--- src/rtl/bb_sgpio_rx_pkg.sv ---
// Shared SGPIO receiver definitions: frame geometry, slot order, link timeout.
package bb_sgpio_rx_pkg;

  localparam int DEF_HDD_NUM        = 36;
  localparam int SGPIO_BITS_PER_DRV = 3;
  localparam int DEF_SGPIO_TIMEOUT  = 2500000;

  // Position of each per-drive bit inside its 3-bit group
  typedef enum logic [1:0] {
    SLOT_ACT  = 2'd0,
    SLOT_LOC  = 2'd1,
    SLOT_FAIL = 2'd2
  } slot_e;

  // What a given SYSCLK cycle does to the frame being assembled
  typedef enum logic [1:0] {
    FR_IDLE,
    FR_BIT,
    FR_COMMIT,
    FR_ERR
  } fr_act_e;

  // Serial slot number of a drive's ACT/LOC/FAIL bit
  function automatic int slot_idx(input int drv, input slot_e slot);
    return SGPIO_BITS_PER_DRV * drv + int'(slot);
  endfunction

endpackage

--- src/rtl/bb_sgpio_sync_edge.sv ---
// Two-flop synchroniser plus two-deep history; edges need two matching
// samples, so a single-cycle glitch never produces a detect.
module bb_sgpio_sync_edge (
  input  logic SYSCLK,
  input  logic RESET_N,
  input  logic din,
  output logic sync_out,
  output logic rise_det,
  output logic fall_det
);

  logic       meta;
  logic [2:0] hist;  // hist[0] = c0 (newest), hist[2] = c2

  // Synchroniser and history shift
  always_ff @(posedge SYSCLK or negedge RESET_N) begin
    if (!RESET_N) begin
      meta <= 1'b0;
      hist <= '0;
    end else begin
      meta <= din;
      hist <= {hist[1:0], meta};
    end
  end

  assign sync_out = hist[0];
  assign fall_det = (hist == 3'b100);
  assign rise_det = (hist == 3'b011);

endmodule

--- src/rtl/bb_sgpio_rx.sv ---
// SGPIO backplane receiver: deserialises ACT/LOC/FAIL per drive, commits a
// frame when LD marks the last slot, blanks everything if CK goes quiet.
module bb_sgpio_rx
  import bb_sgpio_rx_pkg::*;
#(
  parameter int HDD_NUM     = DEF_HDD_NUM,
  parameter int TIMEOUT_CYC = DEF_SGPIO_TIMEOUT
) (
  input  logic               SYSCLK,
  input  logic               RESET_N,
  input  logic               SGPIO_CK,
  input  logic               SGPIO_LD,
  input  logic               SGPIO_DATA,
  output logic [HDD_NUM-1:0] ACT_LED,
  output logic [HDD_NUM-1:0] LOC_LED,
  output logic [HDD_NUM-1:0] FAIL_LED,
  output logic               FRAME_VALID,
  output logic               FRAME_ERR,
  output logic               LINK_OK
);

  localparam int NB = SGPIO_BITS_PER_DRV * HDD_NUM;
  localparam int CW = $clog2(NB + 1);
  localparam int WW = $clog2(TIMEOUT_CYC + 1);

  // Lane 0 = CK, 1 = LD, 2 = DATA; all three see identical delay
  logic [2:0] s_out, s_rise, s_fall;

  bb_sgpio_sync_edge u_sync [2:0] (
    .SYSCLK   (SYSCLK),
    .RESET_N  (RESET_N),
    .din      ({SGPIO_DATA, SGPIO_LD, SGPIO_CK}),
    .sync_out (s_out),
    .rise_det (s_rise),
    .fall_det (s_fall)
  );

  logic ck_fall, ck_edge, ld_s, data_s;
  assign ck_fall = s_fall[0];
  assign ck_edge = s_rise[0] | s_fall[0];
  assign ld_s    = s_out[1];
  assign data_s  = s_out[2];

  // LD/DATA edges and the synced CK level are not needed
  logic unused_sync;
  assign unused_sync = ^{s_out[0], s_rise[2:1], s_fall[2:1]};

  logic [NB-1:0]      shreg, shreg_nxt;
  logic [CW-1:0]      bit_cnt;
  logic [WW-1:0]      wdog;
  logic               wd_expire;
  fr_act_e            fr_act;
  logic [HDD_NUM-1:0] act_nxt, loc_nxt, fail_nxt;

  // New bit enters at the MSB so slot 0 ends at bit 0
  assign shreg_nxt = {data_s, shreg[NB-1:1]};

  for (genvar g = 0; g < HDD_NUM; g++) begin : g_drv
    assign act_nxt[g]  = shreg_nxt[slot_idx(g, SLOT_ACT)];
    assign loc_nxt[g]  = shreg_nxt[slot_idx(g, SLOT_LOC)];
    assign fail_nxt[g] = shreg_nxt[slot_idx(g, SLOT_FAIL)];
  end

  // Classify the current cycle: plain bit, good frame end, or bad frame end
  always_comb begin
    fr_act = FR_IDLE;
    if (ck_fall) begin
      if (!ld_s)                        fr_act = FR_BIT;
      else if (bit_cnt == CW'(NB - 1))  fr_act = FR_COMMIT;
      else                              fr_act = FR_ERR;
    end
  end

  // Fires only on the cycle the watchdog would become TIMEOUT_CYC; an edge wins
  assign wd_expire = !ck_edge && (wdog == WW'(TIMEOUT_CYC - 1));

  // Watchdog: cycles since the last CK edge, saturating
  always_ff @(posedge SYSCLK or negedge RESET_N) begin
    if (!RESET_N)                    wdog <= '0;
    else if (ck_edge)                wdog <= '0;
    else if (wdog != WW'(TIMEOUT_CYC)) wdog <= wdog + 1'b1;
  end

  // Frame assembly, commit/error pulses and link-loss blanking
  always_ff @(posedge SYSCLK or negedge RESET_N) begin
    if (!RESET_N) begin
      shreg       <= '0;
      bit_cnt     <= '0;
      ACT_LED     <= '0;
      LOC_LED     <= '0;
      FAIL_LED    <= '0;
      FRAME_VALID <= 1'b0;
      FRAME_ERR   <= 1'b0;
      LINK_OK     <= 1'b0;
    end else begin
      FRAME_VALID <= 1'b0;
      FRAME_ERR   <= 1'b0;
      if (fr_act != FR_IDLE) shreg <= shreg_nxt;
      case (fr_act)
        FR_BIT: if (bit_cnt != CW'(NB)) bit_cnt <= bit_cnt + 1'b1;
        FR_COMMIT: begin
          ACT_LED     <= act_nxt;
          LOC_LED     <= loc_nxt;
          FAIL_LED    <= fail_nxt;
          FRAME_VALID <= 1'b1;
          LINK_OK     <= 1'b1;
          bit_cnt     <= '0;
        end
        FR_ERR: begin
          FRAME_ERR <= 1'b1;
          bit_cnt   <= '0;
        end
        default: if (wd_expire) begin
          ACT_LED  <= '0;
          LOC_LED  <= '0;
          FAIL_LED <= '0;
          LINK_OK  <= 1'b0;
          bit_cnt  <= '0;
        end
      endcase
    end
  end

endmodule
--- config.mk ---
export PLATFORM = sky130hd
export DESIGN_NAME = bb_sgpio_rx
export DESIGN_NICKNAME = d
export VERILOG_FILES = /design/src/rtl/bb_sgpio_rx_pkg.sv /design/src/rtl/bb_sgpio_sync_edge.sv /design/src/rtl/bb_sgpio_rx.sv
export SDC_FILE = /design/constraint.sdc
export NUM_CORES = 1
export LEC_CHECK = 0
export CAP_MARGIN = 20
export CORE_MARGIN = 2
export CORE_UTILIZATION = 35
export DETAILED_ROUTE_END_ITERATION = 8
export GPL_TIMING_DRIVEN = 0
export SLEW_MARGIN = 20
export SYNTH_ARGS = -nofsm -noshare
export SYNTH_HDL_FRONTEND = slang
export SYNTH_SLANG_ARGS = --single-unit
--- constraint.sdc ---
create_clock -name SYSCLK -period 2.99 [get_ports SYSCLK]
set_input_delay 0.299 -clock SYSCLK [delete_from_list [all_inputs] [get_ports SYSCLK]]
set_output_delay 0.299 -clock SYSCLK [all_outputs]
set_load 0.05 [all_outputs]
==> flow_summary.ini <==
[status]
status = complete, no violations

[sta]
tns_ps = 0
period_share_pct = 86.9
fin_ws_ps = 392
rsz0062_at_grt = no
max_freq_mhz = 385
hold_viol = 0
slew-limit-headroom_pct = 51.5
fin_skew_ps = 11.9
worst_pin_slew_ps = 727
drv_slew = 0
finalSetupViolations = 0
final.min_clock_period_ps = 2600

[critical_path]
end_kind = flop
required_ps = 3380
cp-start-kind = flop
r2r_start = wdog[11]$_DFFE_PN0P_
crit_start = wdog[11]$_DFFE_PN0P_
critPathKind = reg2reg
cp.arrival_ps = 2990
path_max_fanout = 10

[grt]
groute.usage.overall_pct = 16.4
grt.overflow.total = 0
grt_pass1_wl_mm = 43.9
grt_pass1_vias = 7750
antenna_found_initial = 0
grt_max_degree = 96

[cells_and_area]
antenna_cells = 0
seq_area_um2 = 6380
drive_above_1_share_pct = 6.63
multi_input_area_um2 = 4170
fillers = 2927
finalNetCount = 1179
syn_to_final_growth_pct = 24.8
utilization_pct = 44.4
final_cells = 1587

[route]
avgViaCountPerCell = 4.95
wirelength_mm = 26.5
vias = 7853
first_pass_iters = 5
drtIter0Drc = 454
drc = 0
antenna_left = 0
wl_per_cell_um = 16.7

[synthesis]
synth-edff-count = 0
yosysMostFrequentCell = nand2_1
yosys_warnings = 0
yosysTopAreaCellShare_pct = 58.5
synth_seq_cells = 255
yosys-top-cells-count = nand2_1 (335), dfrtp_1 (255), mux2i_1 (110)
ys_top_cells_by_area = dfrtp_1 (59%), nand2_1 (12%), mux2i_1 (10%)
synth_area_per_cell_um2 = 10.7
synth_cells = 1022
ys_types = 47
synth_nets = 1031
async_reset_ff_share_pct = 100
synth_ff_type = dfrtp_1
syn-cell-area_um2 = 10900
synth.largest_area_cell = dfrtp_1
seq_area_frac_synth_pct = 58.5

[power]
p_seq_share_pct = 47.7
p_switching_uw = 1670
swShare_pct = 22.2
peakVddDrop_mv = 0.379
p_int_uw = 5840
pwr-share-clk_pct = 48.3
leakage_uw = 0.00595
p_total_uw = 7510
power.density_nw_per_um2 = 551
combPwrFrac_pct = 4.0

[flow_run]
drv_cap = 0

[floorplanning]
die_w_um = 181
std_cell_rows = 64
initial_core_util_pct = 35.6
core-area_um2 = 30700
dieArea_um2 = 32600
ios = 116
die_y_um = 181

[min_path]
hold_path.startpoint = SGPIO_CK
hp-class = in2reg

[placed_design]
dpl.cell_count = 1535
routabilityCongestion = 0.771
port_buffers = 115
post-place-ws_ps = 430
post-dp-hpwl_mm = 18.0

[clock_network]
cts_sinks = 255
clock_latency_ps = 530
cts-root-buf = clkbuf_16
post_cts_buffers = 0
numCtsBuffers = 28
cts_tree = done
path_clk_slew_ps = 60
clockBufferDepth = 3
cts-htree-levels = 1
## worst max-delay path, stage by stage, from the launching register on
cell       delay, ps
dfrtp_1          440
nor4b_1          470
nand4_1          460
o21a_1           320
buf_2            210
clkbuf_1         340
o2bb2ai_1        220
## sequential cells by signal, summed over array words and instances (netlist names)
signal / cells
FRAME_VALID: 1
shreg: 107
wdog: 22
LOC_LED: 36
LINK_OK: 1
u_sync.hist: 5
u_sync.meta: 3
FRAME_ERR: 1
FAIL_LED: 36
ACT_LED: 36
bit_cnt: 7
## metal layers
layer | GRT usage [%] | wire length (µm) | vias up | share of wire [%]
met1 | 23.6 | 12800 | 3870 | 48
met5 | 0 | 0 | - | 0
li1 | - | - | 3821 | -
met3 | 2.97 | 1160 | 30 | 4.4
met4 | 2.94 | 336 | 0 | 1.3
met2 | 26.2 | 12300 | 132 | 46
## cells in the final DEF, fill, tap and decap left out, types with 2 or more instances in the layout
cell type          n
nor4_1             6
nand2_1          335
or3_1              8
clkbuf_16         29
clkbuf_1          48
o211ai_1           2
nand4_1            5
buf_2             18
dfrtp_1          255
clkbuf_8           9
nor2_1            13
mux2i_1          110
xnor2_1            4
and3_1             3
nand3_1            9
o21ai_0           16
and4_1             3
nor3b_1            2
o31ai_1            5
a31oi_1            4
o2bb2ai_1        108
a21oi_1           13
bufinv_16          3
clkinv_2           5
nor3_1             6
nor4b_1            2
ha_1               4
buf_6              3
buf_4              2
clkdlybuf4s50_1  114
or4_1              5
inv_1             12
xor2_1             4
o21a_1             3
buf_16             2
## through the flow
step | hold slack [ps] | cell area, µm²
global route | 201 | 13600
floorplan | 3.41 | 10900
detailed placement | 340 | 12600
global placement | 334 | 12600
finish | 213 | 13600
CTS | 197 | 13600
## layout make-up
cell class / instances / share of cell area (%)
Sequential cell: 255 / 46.9
Inverter: 12 / 0.331
Multi-Input combinational cell: 686 / 30.6
Timing Repair Buffer: 118 / 8.97
Buffer: 69 / 2.30
Tap cell: 396 / 3.64
Clock buffer: 42 / 6.35
Clock inverter: 9 / 0.910
## power groups by stage
stage	Combinational, µW	Sequential (µW)	Clock, µW
floorplan	161	3620	0
global placement	293	3640	0
detailed placement	307	3640	0
CTS	309	3580	3710
global route	346	3590	3860
finish	300	3580	3630
## final timing paths
path                                               endpoint  cells past startpoint  slack [ps]
worst min-delay path               u_sync[0].meta$_DFF_PN0_                      1         210
max in group asynchronous             shreg[99]$_DFFE_PN0P_                      4        1370
worst max-delay path                LOC_LED[12]$_DFFE_PN0P_                      6         390
worst max register to register      LOC_LED[12]$_DFFE_PN0P_                      6         390
worst min register to register  u_sync[2].hist[0]$_DFF_PN0_                      0         350
min in group asynchronous          FAIL_LED[11]$_DFFE_PN0P_                      2         340
## what timing repair did
item / in CTS / in global routing
hold endpoints to repair: 79 / 0
hold buffers: 1 / 0
endpoints found under the setup margin: 0 / 0
resized for setup: 0 / 0
## logic make-up (layout without fill, tap and decap cells)
family | count (synthesis) | in the layout | share of synthesized area [%]
simple gates | 409 | 409 | 15.8
flops | 255 | 255 | 58.5
compound gates | 154 | 154 | 11.2
mux | 111 | 111 | 10.2
buf+inv | 81 | 250 | 3.28
xor+xnor | 8 | 8 | 0.642
fa+ha+maj | 4 | 4 | 0.459
Note: power is estimated with default switching activity, not from simulation.
==> variant 1, RTL diff (config.mk and constraints unchanged) <==
Register the inputs `SGPIO_CK`, `SGPIO_LD` and `SGPIO_DATA` before use. The logic sees them one clock later.
--- a/src/rtl/bb_sgpio_rx.sv
+++ b/src/rtl/bb_sgpio_rx.sv
@@ -24,4 +24,14 @@
   localparam int WW = $clog2(TIMEOUT_CYC + 1);
 
+  logic SGPIO_CK_q;
+  logic SGPIO_LD_q;
+  logic SGPIO_DATA_q;
+
+  always_ff @(posedge SYSCLK) begin
+    SGPIO_CK_q   <= SGPIO_CK;
+    SGPIO_LD_q   <= SGPIO_LD;
+    SGPIO_DATA_q <= SGPIO_DATA;
+  end
+
   // Lane 0 = CK, 1 = LD, 2 = DATA; all three see identical delay
   logic [2:0] s_out, s_rise, s_fall;
@@ -30,5 +40,5 @@
     .SYSCLK   (SYSCLK),
     .RESET_N  (RESET_N),
-    .din      ({SGPIO_DATA, SGPIO_LD, SGPIO_CK}),
+    .din      ({SGPIO_DATA_q, SGPIO_LD_q, SGPIO_CK_q}),
     .sync_out (s_out),
     .rise_det (s_rise),
Formal check against the unedited RTL: not equivalent (Yosys sat finds a counterexample within 10 cycles, from zero or initial values and one cycle with RESET_N low).
==> variant 1 against the original RTL <==
- total power rose by 0.66%
- area after synthesis fell by 10%
- sequential share of layout area up 4.7 points
- sequential cell count is 3 higher
- via count fell by 12%
- design area fell by 8.3%
- routed wire length fell by 13%
- cell count is 8.4% lower
- core utilization is 0.80 points higher
- worst setup slack got worse by 0.052 ns
- highest routed layer unchanged
==> variant 1: results (changes against the original RTL) <==
Layout
  • Share of layout cells above drive strength 1: 6.98% (+0.34 points)
  • Number of nets in the final layout: 1062 (-9.9%)
  • Fillers: 2624 (-10%)

Synthesis
  • Synth Net Count: 914 (-11%)
  • Sequential area share after synthesis: 65.8% (+7.3 points)
  • Async S/R FF share, synth: 98.8% (-1.2 points)
  • Compound-Gate Fraction of Synth Area: 11.0% (-0.15 points)
  • Number of different library cells in the post-synthesis netlist: 39 (-17%)
  • Area contributors post-synth: dfrtp_1 (65%), nand2_1 (13%), a22o_1 (9.8%), clkbuf_1 (1.5%), nor2_1 (1.1%)
  • Mux cell area share after synthesis: 0.204% (-10 points)
  • Synthesized area per cell: 10.8 µm² (+1.4%)
  • Adder and majority gate portion of the synthesized area: 0.511% (+0.052 points)

Outcome
  • Result of the run: finished clean

Routing
  • M1 WL: 11200 µm (-12%)
  • Number of DRC violations after detailed-routing iteration 0: 443 (-2.4%)
  • Vias per cell: 4.77 (-3.6%)
  • DR WL met3: 1080 µm (-7.2%)
  • Total length of routed met2 wires: 10600 µm (-14%)
  • Routed WL: 23200 µm (-13%)

Global route
  • Vias in the first global route: 6731 (-13%)
  • All-layer global routing usage: 15.9% (-0.46 points)
  • Wire length of the first global-routing pass: 37200 µm (-15%)
  • Global routing usage on met1: 23.4% (-0.19 points)
  • Pin count of the biggest net entering global routing: 98 (+2.1%)
  • Met2 Usage GRT: 25.0% (-1.2 points)

Setup path
  • R2r worst-path depth: 8 (+2)
  • Worst-path cell with the longest stage delay: or4_4
  • Biggest cell delay along the critical path: 0.51 ns (+0.04 ns)
  • Worst R2R End: LOC_LED[31]$_DFFE_PN0P_
  • Register-to-register setup slack: 0.34 ns (-0.05 ns)
  • Origin of the worst setup path: wdog[1]$_DFFE_PN0P_
  • CP Data Arrival Time: 3.07 ns (+0.08 ns)

Power
  • Switching share of power: 21.9% (-0.26 points)
  • Sequential power: 0.00362 W (+1%)
  • Maximum vdd ir drop: 0.357 mV (-5.9%)
  • Static leakage: 6.13 nW (+3.1%)
  • Cell Int Power: 0.00590 W (+1.0%)

Worst hold path
  • Hold_sp: SGPIO_LD
  • Destination of the worst hold path: SGPIO_LD_q$_DFF_P_

Timing
  • Worst Skew: 0.0142 ns (+0.00231 ns)

Place
  • Placed wire-length estimate: 14900 µm (-17%)
  • Number of instances in the placed design: 1400 (-8.8%)
-- variant 1: changes by cell type in the layout (fill, tap and decap cells not counted), moves of 4 or more --
cell,change
o2bb2ai_1,-108
o21ai_0,-8
inv_1,-7
o31ai_1,-5
nand3_1,+6
mux2i_1,-108
nand2_1,+7
xor2_1,+5
a21oi_1,-5
nor2_1,+15
buf_2,-5
or4_1,-4
a22o_1,+109
-- variant 1: cell type report --
type,instances,area share (%)
clock buffer,41,6.65
buffer,56,2.00
inverter,5,0.150
timing repair buffer,118,9.78
clock inverter,11,1.35
multi-input combinational,586,24.7
sequential,258,51.6
tap,378,3.79
-- variant 1: per-stage QoR --
step                      cell area, µm²  worst slack [ns]  hold WS (ns)  TNS (ns)
after global routing               12500            0.0926         0.193         0
after CTS                          12500             0.285         0.190         0
after detailed placement           11500             0.326         0.292         0
final                              12500             0.340         0.211         0
after global placement             11400             -9.47         0.322  -2408.36
after floorplan                     9790             0.739       0.00341         0
==> variant 2, RTL diff (config.mk and constraints unchanged) <==
Without the edit above. The package constant `DEF_SGPIO_TIMEOUT` goes from 2500000 to 5000000.
--- a/src/rtl/bb_sgpio_rx_pkg.sv
+++ b/src/rtl/bb_sgpio_rx_pkg.sv
@@ -4,5 +4,5 @@
   localparam int DEF_HDD_NUM        = 36;
   localparam int SGPIO_BITS_PER_DRV = 3;
-  localparam int DEF_SGPIO_TIMEOUT  = 2500000;
+  localparam int DEF_SGPIO_TIMEOUT  = 5000000;
 
   // Position of each per-drive bit inside its 3-bit group
Check against the original RTL: no difference found for any inputs over 10 cycles, from zero or initial values and one cycle with RESET_N low; that may be too few to reach the edited logic, so the function may still have changed.
==> variant 2 against the original RTL <==
- total power up 4.6%
- largest power group unchanged
- worst setup slack better by 0.037 ns
- cell count up 0.25%
- count of clock-buffer cells in the layout up 1
- critical path type unchanged
- sequential cell count up 1
- routed wire length up 1.4%
- design area up 0.68%
- area after synthesis about the same
==> variant 2: results (changes against the original RTL) <==
Routing
  • Routed length per placed instance: 16.9 µm (+1.2%)
  • Number of DRC violations after detailed-routing iteration 0: 605 (+33%)
  • Routed via count: 7937 (+1.1%)

Setup path
  • Worst R2R End: LOC_LED[4]$_DFFE_PN0P_
  • Origin of the worst setup path: bit_cnt[0]$_DFFE_PN0P_
  • Delay-heaviest family, CP: buffers and inverters
  • Register-to-register setup slack: 0.43 ns (+0.04 ns)
  • CP Data Arrival Time: 2.95 ns (-0.04 ns)
  • Biggest cell delay along the critical path: 0.77 ns (+0.30 ns)

Outcome
  • Result of the run: finished clean

Layout
  • Share of layout cells above drive strength 1: 6.36% (-0.27 points)
  • Number of nets in the final layout: 1180 (+0.085%)
  • Fillers: 2893 (-1.2%)

Global route
  • Pin count of the biggest net entering global routing: 95 (-1.0%)
  • Met2 Usage GRT: 26.3% (+0.092 points)
  • Vias in the first global route: 7984 (+3.0%)
  • Met3 Resource Use GR: 2.38% (-0.59 points)
  • Global routing usage on met1: 24.2% (+0.62 points)
  • Wire length of the first global-routing pass: 44300 µm (+0.88%)

Synthesis
  • Area contributors post-synth: dfrtp_1 (59%), nand2_1 (11%), mux2i_1 (9.9%), o2bb2ai_1 (8.7%), clkbuf_1 (1.4%)
  • Sequential area share after synthesis: 58.8% (+0.26 points)
  • List of most frequent post-synthesis cells: nand2_1 (332), dfrtp_1 (256), mux2i_1 (108), o2bb2ai_1 (108), clkbuf_1 (42)

Timing
  • Max_slew headroom: 34.2% (-17 points)
  • Worst Skew: 0.0122 ns (+0.000261 ns)
  • Worst Hold Slack: 0.197 ns (-0.0168 ns)

Power
  • Maximum vdd ir drop: 0.418 mV (+10%)
  • Static leakage: 5.96 nW (+0.25%)

Worst hold path
  • Hold_sp: SGPIO_LD

Clock network
  • Number of clock buffers inserted by TritonCTS: 30 (+7.1%)
  • Number of gates resized after CTS: 0 (unchanged)
variant 2: cell count changes after synthesis, sizes merged, moves of 3 or more:
cell | before | now
a21oi | 13 | 18
nand2 | 335 | 332
clkbuf | 45 | 42
nand3b | 0 | 3
o21ai | 16 | 13
nand3 | 9 | 13
a31oi | 4 | 0
variant 2: cells by family after synthesis:
family          after synthesis  synth area share [%]
simple gates                412                  16.1
compound gates              154                  11.2
xor+xnor                     10                 0.803
mux                         108                  9.92
flops                       256                  58.8
fa+ha+maj                     4                 0.459
buf+inv                      77                  2.77
variant 2: area by class of cell:
cell class	instances	area, µm²	share of cell area [%]
plain buffers	66	260	1.90
clock inverters	13	196	1.43
inverters	11	41.3	0.301
repair buffers	118	1220	8.91
multi-input cells	688	4190	30.6
clock buffers	43	891	6.50
well taps	396	495	3.62
flip-flops and latches	256	6410	46.7
variant 2: where the power goes:
group	internal [W]	switching (W)	leakage [nW]
Clock	0.00249	0.00145	0.537
Sequential	0.00353	0.0000823	3.55
Combinational	0.0000848	0.000210	1.88
variant 2: routing by layer:
metal	part of all wire, %	up-vias
li1	-	3834
met4	1.7	0
met3	3.7	31
met1	49	3938
met5	0	-
met2	46	134
variant 2: metrics by stage:
stage | instances | instance area, µm² | worst slack [ns] | total power [W] | setup TNS [ns]
after CTS | 1591 | 13700 | 0.409 | 0.00794 | 0
final | 1591 | 13700 | 0.430 | 0.00785 | 0
after detailed placement | 1534 | 12600 | 0.427 | 0.00397 | 0
after global placement | 1532 | 12500 | -9.73 | 0.00396 | -2485.66
after floorplan | 1021 | 10900 | 1.03 | 0.00380 | 0
after global routing | 1591 | 13700 | 0.248 | 0.00814 | 0
